## config.mk

```make
export PLATFORM = sky130hd
export DESIGN_NAME = riscv_csr_unit_flat
export DESIGN_NICKNAME = d
export VERILOG_FILES = /design/src/rtl/riscv_csr_pkg.sv /design/src/rtl/riscv_csrbus_if.sv /design/src/rtl/riscv_csr_counter.sv /design/src/rtl/riscv_csr_unit.sv /design/src/flat_wrapper.sv
export SDC_FILE = /design/constraint.sdc
export NUM_CORES = 1
export LEC_CHECK = 0
export CAP_MARGIN = 10
export CORE_ASPECT_RATIO = 1.75
export CORE_MARGIN = 2
export CORE_UTILIZATION = 45
export CTS_CLUSTER_DIAMETER = 30
export DETAILED_ROUTE_END_ITERATION = 7
export PLACE_DENSITY = 0.67
export SLEW_MARGIN = 20
export SYNTH_ARGS = -nofsm -noshare
export SYNTH_HDL_FRONTEND = slang
export SYNTH_HIERARCHICAL = 1
export SYNTH_SLANG_ARGS = --single-unit
```

## constraint.sdc

```tcl
create_clock -name i_clk -period 2.9 [get_ports i_clk]
set_input_delay 0.29 -clock i_clk [delete_from_list [all_inputs] [get_ports i_clk]]
set_output_delay 0.29 -clock i_clk [all_outputs]
set_load 0.03 [all_outputs]
```

## src/rtl/riscv_csr_pkg.sv

```systemverilog
// Shared definitions for the machine-mode CSR unit: addresses, funct3 encodings,
// FSM states and mstatus field positions.
package riscv_csr_pkg;

    localparam logic [11:0] CSR_MSTATUS   = 12'h300;
    localparam logic [11:0] CSR_MISA      = 12'h301;
    localparam logic [11:0] CSR_MTVEC     = 12'h305;
    localparam logic [11:0] CSR_MSCRATCH  = 12'h340;
    localparam logic [11:0] CSR_MEPC      = 12'h341;
    localparam logic [11:0] CSR_MCAUSE    = 12'h342;
    localparam logic [11:0] CSR_MCYCLE    = 12'hB00;
    localparam logic [11:0] CSR_MINSTRET  = 12'hB02;
    localparam logic [11:0] CSR_MCYCLEH   = 12'hB80;
    localparam logic [11:0] CSR_MINSTRETH = 12'hB82;
    localparam logic [11:0] CSR_MHARTID   = 12'hF14;

    typedef enum logic [2:0] {
        F3_CSRRW  = 3'b001,
        F3_CSRRS  = 3'b010,
        F3_CSRRC  = 3'b011,
        F3_CSRRWI = 3'b101,
        F3_CSRRSI = 3'b110,
        F3_CSRRCI = 3'b111
    } funct3_e;

    typedef enum logic {
        ST_IDLE = 1'b0,
        ST_RESP = 1'b1
    } state_e;

    localparam int MSTATUS_MIE    = 3;
    localparam int MSTATUS_MPIE   = 7;
    localparam int MSTATUS_MPP_LO = 11;
    localparam int MSTATUS_MPP_HI = 12;

endpackage

```

## src/rtl/riscv_csrbus_if.sv

```systemverilog
// CSR access bus between the core's execute stage (master) and the CSR file (slave).
interface riscv_csrbus_if #(
    parameter int XLEN = 32
);
    logic            valid;
    logic [2:0]      funct3;
    logic [11:0]     csr;
    logic [4:0]      rs1;
    logic [XLEN-1:0] rs1_value;
    logic            ready;
    logic [XLEN-1:0] rd_value;
    logic            error;

    modport master (
        output valid, funct3, csr, rs1, rs1_value,
        input  ready, rd_value, error
    );

    modport slave (
        input  valid, funct3, csr, rs1, rs1_value,
        output ready, rd_value, error
    );
endinterface

```

## src/rtl/riscv_csr_counter.sv

```systemverilog
// 64-bit free-running counter with per-half write ports; a write in a cycle
// suppresses that cycle's increment and leaves the unwritten half untouched.
module riscv_csr_counter (
    input  logic        i_clk,
    input  logic        i_rst_n,
    input  logic        i_inc,
    input  logic        i_we_lo,
    input  logic        i_we_hi,
    input  logic [31:0] i_wdata_lo,
    input  logic [31:0] i_wdata_hi,
    output logic [63:0] o_count
);

    logic [63:0] count_q;
    logic [63:0] count_d;

    always_comb begin
        count_d = count_q;
        if (i_we_lo || i_we_hi) begin
            if (i_we_lo) count_d[31:0]  = i_wdata_lo;
            if (i_we_hi) count_d[63:32] = i_wdata_hi;
        end else if (i_inc) begin
            count_d = count_q + 64'd1;
        end
    end

    always_ff @(posedge i_clk or negedge i_rst_n) begin
        if (!i_rst_n) count_q <= '0;
        else          count_q <= count_d;
    end

    assign o_count = count_q;

endmodule

```

## src/rtl/riscv_csr_unit.sv

```systemverilog
// Machine-mode CSR file: decodes Zicsr accesses from the CSR bus, returns the old
// value one cycle after acceptance and commits the read-modify-write at acceptance.
module riscv_csr_unit
    import riscv_csr_pkg::*;
#(
    parameter int          XLEN = 32,
    parameter logic [31:0] MISA = 32'h4000_0100
) (
    input  logic            i_clk,
    input  logic            i_rst_n,
    riscv_csrbus_if.slave   csrbus_if,
    input  logic            i_instret,
    output logic            o_mie,
    output logic [XLEN-1:0] o_mtvec,
    output logic [XLEN-1:0] o_mepc
);

    state_e          state_q, state_d;
    logic [XLEN-1:0] rd_q, rd_d;
    logic            err_q, err_d;
    logic            mie_q, mie_d;
    logic            mpie_q, mpie_d;
    logic [XLEN-1:0] mtvec_q, mtvec_d;
    logic [XLEN-1:0] mscratch_q, mscratch_d;
    logic [XLEN-1:0] mepc_q, mepc_d;
    logic [XLEN-1:0] mcause_q, mcause_d;

    logic [63:0]     mcycle, minstret;
    logic [XLEN-1:0] mstatus_rd;
    logic [XLEN-1:0] operand;
    logic [XLEN-1:0] old_val;
    logic [XLEN-1:0] new_val;
    logic [63:0]     new_ext;
    logic            f3_ok;
    logic            impl;
    logic            write_req;
    logic            acc_err;
    logic            accept;
    logic            csr_we;

    always_comb begin
        mstatus_rd                                = '0;
        mstatus_rd[MSTATUS_MIE]                   = mie_q;
        mstatus_rd[MSTATUS_MPIE]                  = mpie_q;
        mstatus_rd[MSTATUS_MPP_HI:MSTATUS_MPP_LO] = 2'b11;
    end

    // Decode and read-modify-write value of the request currently on the bus.
    always_comb begin
        operand   = csrbus_if.funct3[2] ? XLEN'(csrbus_if.rs1) : csrbus_if.rs1_value;
        impl      = 1'b1;
        old_val   = '0;
        case (csrbus_if.csr)
            CSR_MSTATUS:   old_val = mstatus_rd;
            CSR_MISA:      old_val = XLEN'(MISA);
            CSR_MTVEC:     old_val = mtvec_q;
            CSR_MSCRATCH:  old_val = mscratch_q;
            CSR_MEPC:      old_val = mepc_q;
            CSR_MCAUSE:    old_val = mcause_q;
            CSR_MCYCLE:    old_val = XLEN'(mcycle);
            CSR_MINSTRET:  old_val = XLEN'(minstret);
            CSR_MCYCLEH: begin
                impl    = (XLEN == 32);
                old_val = XLEN'(mcycle[63:32]);
            end
            CSR_MINSTRETH: begin
                impl    = (XLEN == 32);
                old_val = XLEN'(minstret[63:32]);
            end
            CSR_MHARTID:   old_val = '0;
            default:       impl    = 1'b0;
        endcase

        f3_ok   = 1'b1;
        new_val = old_val;
        case (funct3_e'(csrbus_if.funct3))
            F3_CSRRW, F3_CSRRWI: new_val = operand;
            F3_CSRRS, F3_CSRRSI: new_val = old_val | operand;
            F3_CSRRC, F3_CSRRCI: new_val = old_val & ~operand;
            default:             f3_ok   = 1'b0;
        endcase

        write_req = (csrbus_if.funct3[1:0] == 2'b01) || (csrbus_if.rs1 != 5'd0);
        acc_err   = !f3_ok || !impl || (write_req && (csrbus_if.csr[11:10] == 2'b11));
        accept    = (state_q == ST_IDLE) && csrbus_if.valid;
        csr_we    = accept && !acc_err && write_req;
        new_ext   = 64'(new_val);
    end

    always_comb begin
        state_d    = state_q;
        rd_d       = rd_q;
        err_d      = err_q;
        mie_d      = mie_q;
        mpie_d     = mpie_q;
        mtvec_d    = mtvec_q;
        mscratch_d = mscratch_q;
        mepc_d     = mepc_q;
        mcause_d   = mcause_q;
        case (state_q)
            ST_IDLE: begin
                if (csrbus_if.valid) begin
                    state_d = ST_RESP;
                    rd_d    = acc_err ? '0 : old_val;
                    err_d   = acc_err;
                end
                if (csr_we) begin
                    case (csrbus_if.csr)
                        CSR_MSTATUS: begin
                            mie_d  = new_val[MSTATUS_MIE];
                            mpie_d = new_val[MSTATUS_MPIE];
                        end
                        CSR_MTVEC:    mtvec_d    = {new_val[XLEN-1:2], 1'b0, new_val[0]};
                        CSR_MSCRATCH: mscratch_d = new_val;
                        CSR_MEPC:     mepc_d     = {new_val[XLEN-1:2], 2'b00};
                        CSR_MCAUSE:   mcause_d   = new_val;
                        default: ;
                    endcase
                end
            end
            ST_RESP: state_d = ST_IDLE;
            default: state_d = ST_IDLE;
        endcase
    end

    always_ff @(posedge i_clk or negedge i_rst_n) begin
        if (!i_rst_n) begin
            state_q    <= ST_IDLE;
            rd_q       <= '0;
            err_q      <= 1'b0;
            mie_q      <= 1'b0;
            mpie_q     <= 1'b0;
            mtvec_q    <= '0;
            mscratch_q <= '0;
            mepc_q     <= '0;
            mcause_q   <= '0;
        end else begin
            state_q    <= state_d;
            rd_q       <= rd_d;
            err_q      <= err_d;
            mie_q      <= mie_d;
            mpie_q     <= mpie_d;
            mtvec_q    <= mtvec_d;
            mscratch_q <= mscratch_d;
            mepc_q     <= mepc_d;
            mcause_q   <= mcause_d;
        end
    end

    // On RV64 the low-word address covers the whole counter.
    logic cyc_we_lo, cyc_we_hi, ins_we_lo, ins_we_hi;
    logic [31:0] cnt_wdata_hi;

    assign cyc_we_lo    = csr_we && (csrbus_if.csr == CSR_MCYCLE);
    assign cyc_we_hi    = csr_we && ((csrbus_if.csr == CSR_MCYCLEH) ||
                                     ((XLEN == 64) && (csrbus_if.csr == CSR_MCYCLE)));
    assign ins_we_lo    = csr_we && (csrbus_if.csr == CSR_MINSTRET);
    assign ins_we_hi    = csr_we && ((csrbus_if.csr == CSR_MINSTRETH) ||
                                     ((XLEN == 64) && (csrbus_if.csr == CSR_MINSTRET)));
    assign cnt_wdata_hi = (XLEN == 64) ? new_ext[63:32] : new_ext[31:0];

    riscv_csr_counter u_mcycle (
        .i_clk      (i_clk),
        .i_rst_n    (i_rst_n),
        .i_inc      (1'b1),
        .i_we_lo    (cyc_we_lo),
        .i_we_hi    (cyc_we_hi),
        .i_wdata_lo (new_ext[31:0]),
        .i_wdata_hi (cnt_wdata_hi),
        .o_count    (mcycle)
    );

    riscv_csr_counter u_minstret (
        .i_clk      (i_clk),
        .i_rst_n    (i_rst_n),
        .i_inc      (i_instret),
        .i_we_lo    (ins_we_lo),
        .i_we_hi    (ins_we_hi),
        .i_wdata_lo (new_ext[31:0]),
        .i_wdata_hi (cnt_wdata_hi),
        .o_count    (minstret)
    );

    assign csrbus_if.ready    = (state_q == ST_RESP);
    assign csrbus_if.rd_value = rd_q;
    assign csrbus_if.error    = err_q;
    assign o_mie              = mie_q;
    assign o_mtvec            = mtvec_q;
    assign o_mepc             = mepc_q;

endmodule

```

## src/flat_wrapper.sv

```systemverilog
// flat-port wrapper written by rule: the top's interface ports become plain ports
module riscv_csr_unit_flat import riscv_csr_pkg::*;
#(
    parameter int          XLEN = 32,
    parameter logic [31:0] MISA = 32'h4000_0100
)
  (i_clk, i_rst_n, i_instret, o_mie, o_mtvec, o_mepc, csrbus_if_valid, csrbus_if_funct3, csrbus_if_csr, csrbus_if_rs1, csrbus_if_rs1_value, csrbus_if_ready, csrbus_if_rd_value, csrbus_if_error);
  riscv_csrbus_if #(.XLEN(XLEN)) csrbus_if_i ();
  input  logic i_clk;
  input  logic i_rst_n;
  input  logic i_instret;
  output logic o_mie;
  output logic [XLEN-1:0] o_mtvec;
  output logic [XLEN-1:0] o_mepc;
  input wire logic [$bits(csrbus_if_i.valid)-1:0] csrbus_if_valid;
  input wire logic [$bits(csrbus_if_i.funct3)-1:0] csrbus_if_funct3;
  input wire logic [$bits(csrbus_if_i.csr)-1:0] csrbus_if_csr;
  input wire logic [$bits(csrbus_if_i.rs1)-1:0] csrbus_if_rs1;
  input wire logic [$bits(csrbus_if_i.rs1_value)-1:0] csrbus_if_rs1_value;
  output wire logic [$bits(csrbus_if_i.ready)-1:0] csrbus_if_ready;
  output wire logic [$bits(csrbus_if_i.rd_value)-1:0] csrbus_if_rd_value;
  output wire logic [$bits(csrbus_if_i.error)-1:0] csrbus_if_error;
  assign csrbus_if_i.valid = csrbus_if_valid;
  assign csrbus_if_i.funct3 = csrbus_if_funct3;
  assign csrbus_if_i.csr = csrbus_if_csr;
  assign csrbus_if_i.rs1 = csrbus_if_rs1;
  assign csrbus_if_i.rs1_value = csrbus_if_rs1_value;
  assign csrbus_if_ready = csrbus_if_i.ready;
  assign csrbus_if_rd_value = csrbus_if_i.rd_value;
  assign csrbus_if_error = csrbus_if_i.error;
  riscv_csr_unit #(.XLEN(XLEN), .MISA(MISA)) u_core (.i_clk(i_clk), .i_rst_n(i_rst_n), .csrbus_if(csrbus_if_i), .i_instret(i_instret), .o_mie(o_mie), .o_mtvec(o_mtvec), .o_mepc(o_mepc));
endmodule
```

==> results of run 1 <==
[area by class of cell]
cell class	count	area, um2	share of cell area, %
clock buffer	68	1520	6.17
timing repair buffer	532	4810	19.6
tap	490	613	2.49
clock inverter	34	389	1.58
inverter	42	158	0.642
antenna	2	5.00	0.0204
sequential	289	7230	29.4
multi-input combinational	1541	9850	40.1
[through the flow]
stage / cell area, um2 / worst slack [ns] / hold slack (ns) / utilization, % / power [mW]
CTS: 24500 / 0.0139 / 0.254 / 62.6 / 12.4
global placement: 22600 / -0.626 / 0.268 / 57.7 / 5.85
detailed placement: 22600 / -0.608 / 0.280 / 57.7 / 5.87
finish: 24600 / 0.0447 / 0.236 / 62.8 / 12.4
floorplan: 17900 / -0.0153 / -0.00559 / - / 4.99
global route: 24600 / 0.00200 / 0.292 / 62.8 / 12.7
[kinds of logic after synthesis]
logic type / Yosys count / synth area share, %
other cells: 2 / 0.0422
mux: 124 / 7.42
fa+ha+maj: 2 / 0.141
flops: 289 / 40.7
xor+xnor: 95 / 4.68
simple gates: 834 / 24.6
compound gates: 479 / 17.9
buf+inv: 179 / 4.57
[sequential cells by signal, summed over array words and instances, names as in the netlist]
| signal | cells |
|---|---|
| u_core/csrbus_if.rd_value | 32 |
| u_core/u_mcycle/o_count | 64 |
| u_core/csrbus_if.error | 1 |
| u_core/o_mtvec | 31 |
| u_core/mpie_q | 1 |
| u_core/csrbus_if.ready | 1 |
| u_core/mcause_q | 32 |
| u_core/u_minstret/o_count | 64 |
| u_core/o_mie | 1 |
| u_core/o_mepc | 30 |
| u_core/mscratch_q | 32 |
[power by group through the flow]
stage,Clock (mW),Sequential (mW),Combinational (mW)
2_1_floorplan,0,4.37,0.621
3_3_place_gp,0,4.42,1.43
3_5_place_dp,0,4.42,1.45
4_1_cts,6.60,4.36,1.47
5_1_grt,6.77,4.37,1.58
6_report,6.55,4.37,1.50
[how the worst min path moves through the flow]
stage,cells past startpoint,to
6_report,2,u_core/o_mepc[24]
5_1_grt,2,u_core/o_mepc[24]
4_1_cts,2,u_core/o_mie
3_5_place_dp,1,u_core/mscratch_q[15]
3_3_place_gp,1,u_core/mscratch_q[24]
2_1_floorplan,0,u_core/csrbus_if.error
[what timing repair did]
action,CTS,global route
endpoints found under the setup margin,2,44
pin swaps,0,3
cloned,0,0
setup buffers,0,2
hold buffers,1,0
resized for setup,1,6
hold endpoints to repair,60,0
[critical path, delay by kind of cell (launching register included)]
family	cells	cell delay, ns
flip-flops	1	0.48
AO/OA/AOI/OAI	1	0.19
buffers and inverters	1	0.21
AND/OR/NAND/NOR	4	1.86
[placed cells by master (no fill, tap or decap), types with 43 or more instances in the layout]
master / n
sky130_fd_sc_hd__a21oi_1: 57
sky130_fd_sc_hd__a31oi_1: 43
sky130_fd_sc_hd__buf_4: 345
sky130_fd_sc_hd__clkbuf_16: 55
sky130_fd_sc_hd__clkdlybuf4s50_1: 146
sky130_fd_sc_hd__dfrtp_1: 288
sky130_fd_sc_hd__mux2_2: 61
sky130_fd_sc_hd__mux2i_1: 61
sky130_fd_sc_hd__nand2_1: 235
sky130_fd_sc_hd__nand3_1: 80
sky130_fd_sc_hd__nand4_1: 74
sky130_fd_sc_hd__nor2_1: 149
sky130_fd_sc_hd__nor2b_1: 45
sky130_fd_sc_hd__o21ai_0: 136
sky130_fd_sc_hd__xnor2_1: 57
[layer usage]
layer  vias to the layer above  GRT usage [%]
met5                         -              0
met4                         0           39.2
met3                       333           6.49
met2                       976           67.2
met1                      9162           45.2
li1                       8320              -
==> results, run 1 <==
- The flow ran to the end, and the final reports show no timing, DRC or antenna violations.
- Setup repair after global routing left no endpoint under its margin.
- The number of search-and-repair iterations in the first detailed-routing pass is 5.
- The most used flip-flop cell after synthesis is sky130_fd_sc_hd__dfrtp_1.
- The highest cell delay on the worst timing path is ~0.63 ns.
- Ranked by instance count, the synthesized netlist is headed by sky130_fd_sc_hd__dfrtp_1 (289), sky130_fd_sc_hd__nand2_1 (235), sky130_fd_sc_hd__nor2_1 (149).
- The final hold violation count is 0.
- Summing every instance area after synthesis gives 0.0178 mm2.
- The clock network is responsible for a little over half of the overall power.
- Across the routed clock network, the largest skew measured is roughly 0.016 ns.
- Setup violations remaining at the end of the flow were counted as 0.
- The vertical die dimension is ~270 um.
- Net switching is about 28% of the power.
- The sequential group share of total power is approximately a third.
- In this run the power density over the cells is about 500 mW/mm2.
- No sink is reached through more buffers than the 3 on the longest clock path.
- The clock edge transition at the registers on the reported setup and hold paths is approximately 0.050 ns.
- The arrival time reported for the critical path endpoint is ~3.4 ns.
- After synthesis the netlist holds a flip-flop and latch count of roughly 290.
- STA classifies the critical path endpoint as a flop.
- Entering global routing, the biggest net connects 84 pins.
- The proportion of register bits with asynchronous set or reset after synthesis is 100%.
- During I/O placement, the number of pins put on the boundary was about 160.
- Synthesis produced 2,004 cells.
- The floorplan die area is between 0.04 and 0.05 mm2.
- The iteration-0 DRC count of the detailed router is about 1,800.
- Combinational logic is responsible for between 10% and 20% of the overall power.
- The setup path with the least slack is of type flop to flop.
- The maximum fanout count along the critical path is 11.
- The highest metal layer carrying signal wires in the routed design is met4.
- Across every metal layer, demand over resource in global routing totals between 40% and 50%.
- Derived from the worst setup path, the maximum achievable clock frequency is ~350 MHz.
- The static power due to leakage is 10.6 nW.
- The total count of max-transition violations in the final report is 0.
- The fraction of layout cells with a size suffix above 1 is ~24%.
- The critical path goes through nand3_2 > or4_1 > or4_1 > buf_4 > or4_1 > a31oi_1.
- The cell depth of the worst flop-to-flop path is 6.
- The cell that appears most often on the critical path is sky130_fd_sc_hd__or4_1.
- The most frequent cell after synthesis is sky130_fd_sc_hd__dfrtp_1.
- The via count of the first global-routing pass is 18,934.
- The CTS buffer count is 55.
- The nature of the critical path startpoint is a flop.
- The detail route stage leaves a number of antenna-violating nets equal to 0.
- For the final routed database, the setup TNS stands at 0 ns.
- The routed design has 84,600 um of wire.
- After synthesis, the mean cell area works out to 8.88 um2.
- The global-route wire length before repair is approximately 120,000 um.
- The power dissipated by switching net loads is around 3.4 mW.
- From synthesis to final layout, the design area changed by 38.2%.
- During synthesis, Yosys emitted a total of 6 warnings.
- The number of DRC violations after detailed routing is 0.
- The number of distinct library cells after synthesis is 86.
- The master cell of the clock root buffer is sky130_fd_sc_hd__clkbuf_16.
- In this run, synthesis inferred 0 flip-flops with an integrated enable.
- The instance count after placement with tap cells included is approximately 2,900.
- The area share of the largest cell type after synthesis is between 40 and 50%.
- The initial cell density of the core is between 40 and 50%.
- The area of the placeable core is slightly below 0.04 mm2.
- The min-delay analysis places its worst path in the category primary input to async pin.
- The final RePlAce weighted congestion is around 1.0.
- The end of the worst register-to-register path is u_core/u_mcycle/o_count[52].
- STA puts the critical path data required time at between 3 and 4 ns.
- The highest-delay cell along the critical path is sky130_fd_sc_hd__or4_1.
- The internal portion of the total power is 8.97 mW.
- By area the synthesized netlist is led by sky130_fd_sc_hd__dfrtp_1 (41%), sky130_fd_sc_hd__nand2_1 (5.0%), sky130_fd_sc_hd__mux2_2 (3.9%), sky130_fd_sc_hd__o21ai_0 (3.9%), sky130_fd_sc_hd__mux2i_1 (3.4%).
- Measured along the x axis, the die boundary spans between 150 and 200 um.
- The critical path ends at u_core/u_mcycle/o_count[52].
- CTS built an H-tree with a depth of 2.
- The proportion of synthesized chip area in sequential cells is about two fifths.
- The floorplan has 96 rows.
- The number of antenna violations at the first check in global routing is 2.
- The global-route congestion overflow total is 0.
- The minimum clock period after layout is about 2.9 ns.
- VDD sags by at most 457 uV.
- TritonCTS built the clock tree.
- The headroom to the max-slew limit is a little over two fifths.
- The number of maximum-capacitance constraint violations is 0.
- The register-to-register setup slack is between 0.04 and 0.05 ns.
- For this block, wires on met1 add up to a little under 30,000 um.
- The layout has around 3,400 filler cells.
- For this run, the number of standard cells in the final layout without fillers is between 2,000 and 3,000.
- Using the TritonRoute via totals, the vias-per-cell ratio works out to ~6.3.
- The worst path uses 98.5% of the clock period.
- The latest clock arrival within the worst-skew pair is approximately 0.6 ns.
- The startpoint of the most critical register-to-register path is u_core/u_mcycle/o_count[10].
- Detailed routing inserted a total of about 19,000 vias.
- The detailed placement HPWL is around 67,000 um.
- The routed length on met3 is a little over 6000 um.
- CTS saw between 200 and 300 sinks.
- At the pin with the least slew margin, the transition time is between 0.8 and 0.9 ns.
- sky130_fd_sc_hd__dfrtp_1 takes more of the synthesized area than any other cell.
- The count of buffers from port buffering is around 150.
- The final net count is 2,519.
- The wire length on met2 is about 40,000 um.
- The timing startpoint of the critical path is u_core/u_mcycle/o_count[10].
- The detailed-route wire length per cell is between 20 and 30 um.
No activity file was read; power rests on OpenSTA's default activity.
==> inputs of run 2 (changes only) <==
- CORE_ASPECT_RATIO: 1.75 -> 1.2
- CTS_CLUSTER_DIAMETER: 30 -> 60
==> results, run 2 (synthesized netlist as in run 1, its figures left out) <==
- The wire length on met2 is between 30,000 and 40,000 um.
- Of the total power, combinational logic draws about an eighth.
- The part of the total power dissipated in the clock network is between 40% and 50%.
- The highest cell delay on the worst timing path is between 0.5 and 0.6 ns.
- The transition at the pin with the smallest max-transition slack is 0.652 ns.
- The uppermost layer routed is met4.
- The CTS tree is built.
- The clock tree synthesis step divided the H-tree into 2 levels.
- The switching power as a share of total power is around 27%.
- The number of search-and-repair iterations in the first detailed-routing pass is 6.
- The placement row count is 79.
- Cells fill between 60% and 70% of the core in the end.
- After clock tree synthesis, the clock-pin slew on the worst setup and hold paths is 0.06 ns.
- Setup total negative slack on the finished layout was measured at 0 ns.
- Timing would allow up to ~360 MHz.
- STA classifies the critical path endpoint as a flop.
- The initial cell density of the core is between 40 and 50%.
- The global-route wire length before repair is between 100,000 and 150,000 um.
- The via count of the first global-routing pass came to between 15,000 and 20,000.
- The clock period could shrink to 2.82 ns.
- The number of routed nets with antenna violations is 0.
- Across all layers, the routed design uses 18,603 vias.
- The maximum vdd ir drop is between 400 and 500 uV.
- The latest clock arrival within the worst-skew pair is 0.55 ns.
- The design draws between 10 and 15 mW.
- The flow ran to the end, and the final reports show no timing, DRC or antenna violations.
- The floorplan die area is ~0.04 mm2.
- The detailed-route wire length per cell is between 20 and 30 um.
- In the final layout, the share of cells above drive strength 1 is 23.1%.
- The HPWL after detailed placement is approximately 63,000 um.
- The net count of the finished layout is 2,491.
- For this design the static power due to leakage is just over 10 nW.
- The top-level I/O count is around 160.
- The number of DRC violations after detailed routing is 0.
- The final setup skew is between 0.02 and 0.03 ns.
- The routed length on met3 is 7150 um.
- The internal cell power is between 7 and 8 mW.
- The cell family contributing the most delay on the critical path is buffers and inverters.
- The final hold violation count came to 0.
- The iteration-0 DRC count of the detailed router is ~2,200.
- The final standard cell count with taps included and fillers excluded is between 2,000 and 3,000.
- Counting both buffers and inverters, the worst setup path holds a total of 6.
- The nature of the critical path startpoint is a primary input.
- The core region is 0.0388 mm2.
- In this run, placement finished with an instance count of 2,918.
- Data on the critical path arrives at its endpoint at 3.23 ns.
- The final layout contains routed wiring with a total length of around 80,000 um.
- Counting every sink on the clock net gives roughly 290.
- The path class of the tightest hold or removal check is primary input to async pin.
- The total count of max-transition violations in the final report is 0.
- The die is about 220 um tall.
- For this design, the slowest cell found on the critical path is sky130_fd_sc_hd__o31ai_2.
- The global-route congestion overflow total is 0.
- The relative area change from synthesis to final layout is 34.6%.
- The maximum buffer depth of the clock tree is 3.
- The detailed-route wire length on metal 1 is ~31,000 um.
- The library cell used most frequently in the layout, excluding fill and tap cells, is sky130_fd_sc_hd__buf_4.
- The filler cells instantiated in the layout total between 3,000 and 4,000.
- In the layout the commonest cells are sky130_fd_sc_hd__buf_4 (340), sky130_fd_sc_hd__dfrtp_1 (288), sky130_fd_sc_hd__nand2_1 (235).
- The global-route usage over all layers is a little under two fifths.
- The critical path goes through clkdlybuf4s50_1 > buf_4 > or3b_2 > buf_4 > nor3_1 > a31oi_1 > o21ai_0 > buf_4 > o31ai_2 > inv_1 > buf_4 > nor2_1 > a31oi_1.
- Sequential cells account for between 40 and 50% of the total power.
- The master cell of the clock root buffer is sky130_fd_sc_hd__clkbuf_16.
- The count of buffers from port buffering is 151.
- Entering global routing, the biggest net connects slightly above 70 pins.
- The endpoint required time on the critical path is about 3.3 ns.
- The number of maximum-capacitance constraint violations is 0.
- The die is between 150 and 200 um wide.
- The via density per instance is 6.23.
- Setup repair after global routing left no endpoint under its margin.
- The worst setup path is of the primary input to flop kind.
- The cell repeated most along the worst path is sky130_fd_sc_hd__buf_4.
- The count of final setup violators is 0.
- The power per cell area is around 450 mW/mm2.
- The headroom to the max-slew limit is 56.3%.
- The number of antenna violations at the first check in global routing is 3.
- Hold is met by roughly 0.31 ns.
- Along the worst path, the maximum fanout reaches 13.
- For this design the total switching power over the nets is a little under 3 mW.
- Buffers inserted during clock tree synthesis total 35.
- The final RePlAce weighted congestion is between 1 and 1.5.
- The share of the cycle needed by the critical path after routing is 97.1%.
[run 2: changes by cell type in the layout (fill, tap and decap cells not counted), sizes merged]
cell           delta
clkbuf           -23
clkinvlp          -9
buf               -8
clkinv            -6
bufinv            +2
clkdlybuf4s50     -2
dlymetal6s2s      +2
inv               -2
[run 2: power by group through the flow]
| stage | clock network (mW) | logic (mW) | registers (mW) |
|---|---|---|---|
| after floorplan | 0 | 0.621 | 4.37 |
| final | 5.00 | 1.41 | 4.35 |
| after CTS | 5.05 | 1.37 | 4.34 |
| after global routing | 5.23 | 1.50 | 4.36 |
| after global placement | 0 | 1.35 | 4.42 |
| after detailed placement | 0 | 1.36 | 4.41 |
[run 2: per-stage QoR]
stage / setup WS (ns) / area, um2
global placement: -0.786 / 22500
finish: 0.0848 / 23900
detailed placement: -0.721 / 22500
CTS: 0.0131 / 23900
floorplan: -0.0153 / 17900
global route: 0.0156 / 23900
[run 2: worst reg2reg max path, cell delays in order (launching register included)]
cell and delay, ns:
sky130_fd_sc_hd__dfrtp_1 0.48, sky130_fd_sc_hd__nand3_2 0.16, sky130_fd_sc_hd__or4_1 0.63, sky130_fd_sc_hd__or4_1 0.56, sky130_fd_sc_hd__buf_4 0.20, sky130_fd_sc_hd__or4_1 0.50, sky130_fd_sc_hd__a31oi_1 0.18
[run 2: cell type report]
| class | count | area (um2) | share of cell area (%) |
|---|---|---|---|
| well taps | 526 | 658 | 2.75 |
| clock buffers | 45 | 1000 | 4.20 |
| flip-flops and latches | 289 | 7230 | 30.2 |
| clock inverters | 19 | 308 | 1.29 |
| repair buffers | 524 | 4710 | 19.7 |
| diodes | 2 | 5.00 | 0.0209 |
| inverters | 42 | 158 | 0.658 |
| multi-input cells | 1541 | 9870 | 41.2 |
[run 2: path summary, 6_finish.rpt]
path	end	slack, ns	start	cells after the start
setup / recovery	u_core/u_minstret/o_count[61]	0.08	csrbus_if_csr[7]	13
hold / removal	u_core/csrbus_if.rd_value[15]	0.31	i_rst_n	2
setup reg to reg	u_core/u_mcycle/o_count[52]	0.12	u_core/u_mcycle/o_count[9]	6
hold reg to reg	u_core/csrbus_if.rd_value[4]	0.47	u_core/csrbus_if.rd_value[4]	2
max in group asynchronous	u_core/u_mcycle/o_count[38]	1.63	i_rst_n	4
min in group i_clk	u_core/csrbus_if.rd_value[4]	0.47	u_core/csrbus_if.rd_value[4]	2
[run 2: repair_timing]
| action | in CTS | in global routing |
|---|---|---|
| pin swaps | 1 | 1 |
| endpoints found under the setup margin | 7 | 90 |
| endpoints found under the hold margin | 65 | 0 |
| buffers inserted | 2 | 1 |
| hold buffers | 1 | 0 |
| resized for setup | 2 | 13 |
[run 2: per-layer routing]
metal	track usage [%]	vias to the layer above
met1	49.2	9090
met2	60.7	1034
met4	19.8	0
met5	0	-
li1	-	8252
met3	7.49	227
==> inputs of run 3 (changes only) <==
- CORE_ASPECT_RATIO: 1.2 -> 0.7
- PLACE_DENSITY: 0.67 -> 0.7
- SKIP_LAST_GASP: default -> 1
==> results, run 3 (synthesized netlist as in run 1, its figures left out) <==
- The flow ran to the end, and the final reports show no timing, DRC or antenna violations.
- The final net count is roughly 2,500.
- Entering global routing, the biggest net connects 70 pins.
- For this run, the detailed router's first-pass iteration total came to 8.
- Clock-pin slew was measured on the worst setup and hold paths at around 0.060 ns.
- The finished cells cover roughly 0.024 mm2.
- In the final routed layout, each cell accounts on average for approximately 27 um.
- After detailed placement, the design holds a cell count of approximately 3,000.
- Data on the critical path arrives at its endpoint at 3.23 ns.
- The final hold violation count is 0.
- The number of buffers and inverters on the critical path is 6.
- During placement, the flow inserted port buffers numbering 151.
- The endpoint required time on the critical path is approximately 3.3 ns.
- Along the worst path, the maximum fanout reaches 17.
- The minimum clock period after layout is 2.85 ns.
- After routing, the total negative slack on setup checks comes to 0 ns.
- Among the stages of the critical path, the cell type that occurs most often is sky130_fd_sc_hd__buf_4.
- The count of inserted antenna diode cells is 0.
- The global-route congestion overflow total is 0.
- The final setup skew is around 0.027 ns.
- The headroom to the max-slew limit is 46.5%.
- The highest cell delay on the worst timing path is 0.48 ns.
- The number of maximum-capacitance constraint violations is 0.
- The top-level I/O count is between 150 and 200.
- The nature of the critical path startpoint is a primary input.
- The placement row count is 60.
- The highest-delay cell along the critical path is sky130_fd_sc_hd__clkdlybuf4s50_1.
- The total power after layout is 10.4 mW.
- The vertical die dimension is about 170 um.
- The final routed wirelength across all metal layers is about 80,000 um.
- The cell family contributing the most delay on the critical path is buffers and inverters.
- The share of the cycle needed by the critical path after routing is around 98%.
- Clock latency on the worst-skew pair, taken at its later pin, is 0.55 ns.
- The total clock sinks is 289.
- Timing would allow up to around 350 MHz.
- The final RePlAce weighted congestion is ~1.0.
- Counting the buffers created by CTS gives 35.
- The initial cell density of the core is between 40% and 50%.
- The critical path is of the primary input to flop type.
- In this run the remaining antenna-violating nets after routing total 0.
- The detailed router placed between 15,000 and 20,000 vias in this run.
- The floorplan die area is around 0.041 mm2.
- In the global route stage, overall resource usage came out at between 30% and 40%.
- The pre-CTS setup slack is -0.649 ns.
- The master cell of the clock root buffer is sky130_fd_sc_hd__clkbuf_16.
- The number of antenna violations at the first check in global routing is 2.
- The power per cell area is roughly 430 mW/mm2.
- The worst setup path is captured at a flop.
- The first global-routing pass estimated about 120,000 um of wire.
- The via count of the first global-routing pass was about 18,000.
- The via density per instance is between 6 and 7.
- The fraction of layout cells with a size suffix above 1 is a little under a quarter.
- The class of the tightest hold or removal check is primary input to async pin.
- The total count of max-transition violations in the final report is 0.
- The number of levels the H-tree was split into is 2.
- The area growth from synthesis to layout is 34.5%.
- The number of DRC violations after detailed routing is 0.
- The minimum setup slack in the final design is about 0.048 ns.
- The transition at the pin with the smallest max-transition slack is between 0.7 and 0.8 ns.
- Summing all placed instances gives a cell area of about 0.023 mm2.
- Leaving out fill and tap cells, the most frequent cell in the layout is sky130_fd_sc_hd__buf_4.
- Summed over all nets, the half-perimeter wirelength after detailed placement is about 60,000 um.
- The final standard cell count with taps included and fillers excluded is approximately 3,000.
- The area of the placeable core is between 0.03 and 0.04 mm2.
- The share of the core filled with cells in the final layout is between 60% and 70%.
- Leaving out fill and tap cells, the most frequent cells in the layout are sky130_fd_sc_hd__buf_4 (331), sky130_fd_sc_hd__dfrtp_1 (288), sky130_fd_sc_hd__nand2_1 (233).
- TritonCTS built the clock tree.
- IR analysis of the VDD net gives a maximum drop of approximately 430 uV.
- Setup violations remaining at the end of the flow were counted as 0.
- Traced cell by cell, the critical path runs through clkdlybuf4s50_1 > buf_4 > buf_12 > and3b_1 > buf_4 > a22o_1 > a22oi_1 > a31oi_2 > o21ai_2 > inv_1 > buf_4 > nand2_1 > o21ai_0.
- The static power due to leakage is ~10 nW.
- For this block, the initial DRC count from the detailed router was between 2,000 and 3,000.
- The die is 242 um wide.
- Final hold analysis gives a worst-case slack of between 0.2 and 0.3 ns.
- The maximum buffer depth of the clock tree is 3.
[run 3: cell count changes in the layout (fill, tap and decap cells not counted), sizes merged]
| cell | change |
|---|---|
| clkinv | -3 |
| buf | -1 |
| diode | -2 |
| bufinv | -4 |
| clkbuf | +2 |
| dlymetal6s2s | -3 |
| clkinvlp | +1 |
| clkdlybuf4s50 | +3 |
| inv | -1 |
[run 3: final timing paths]
path	slack [ns]	cells after the start	start	endpoint
worst min register to register	0.48	1	u_core/csrbus_if.rd_value[11]	u_core/csrbus_if.rd_value[11]
min in group i_clk	0.48	1	u_core/csrbus_if.rd_value[11]	u_core/csrbus_if.rd_value[11]
max in group asynchronous	1.77	3	i_rst_n	u_core/u_mcycle/o_count[39]
worst min-delay path	0.27	2	i_rst_n	u_core/csrbus_if.rd_value[23]
worst max-delay path	0.05	13	csrbus_if_csr[7]	u_core/u_mcycle/o_count[3]
worst max register to register	0.06	5	u_core/u_mcycle/o_count[56]	u_core/u_mcycle/o_count[61]
[run 3: cell type report]
type,instances,area [um2]
well taps,527,659
flip-flops and latches,289,7230
multi-input cells,1541,9970
clock buffers,47,981
clock inverters,12,166
fillers,3332,14700
repair buffers,523,4740
inverters,42,161
[run 3: layer usage]
layer / part of all wire, % / global-route usage, % / wire length (um)
met3: 12 / 9.54 / 9860
met1: 43 / 56.2 / 34500
met2: 40 / 53.8 / 32300
met4: 4.2 / 14.6 / 3340
met5: 0 / 0 / 0
[run 3: where the power goes]
group	total, mW	leakage (nW)	internal (mW)	switching (mW)
Sequential	4.36	3.95	4.15	0.209
Combinational	1.47	5.69	0.623	0.844
Clock	4.53	0.560	2.66	1.87
[run 3: what timing repair did]
item,4_1_cts,5_1_grt
buffers inserted,1,6
pin swaps,2,14
endpoints found under the setup margin,13,101
hold buffers,1,0
resized for setup,6,34
hold endpoints to repair,55,0
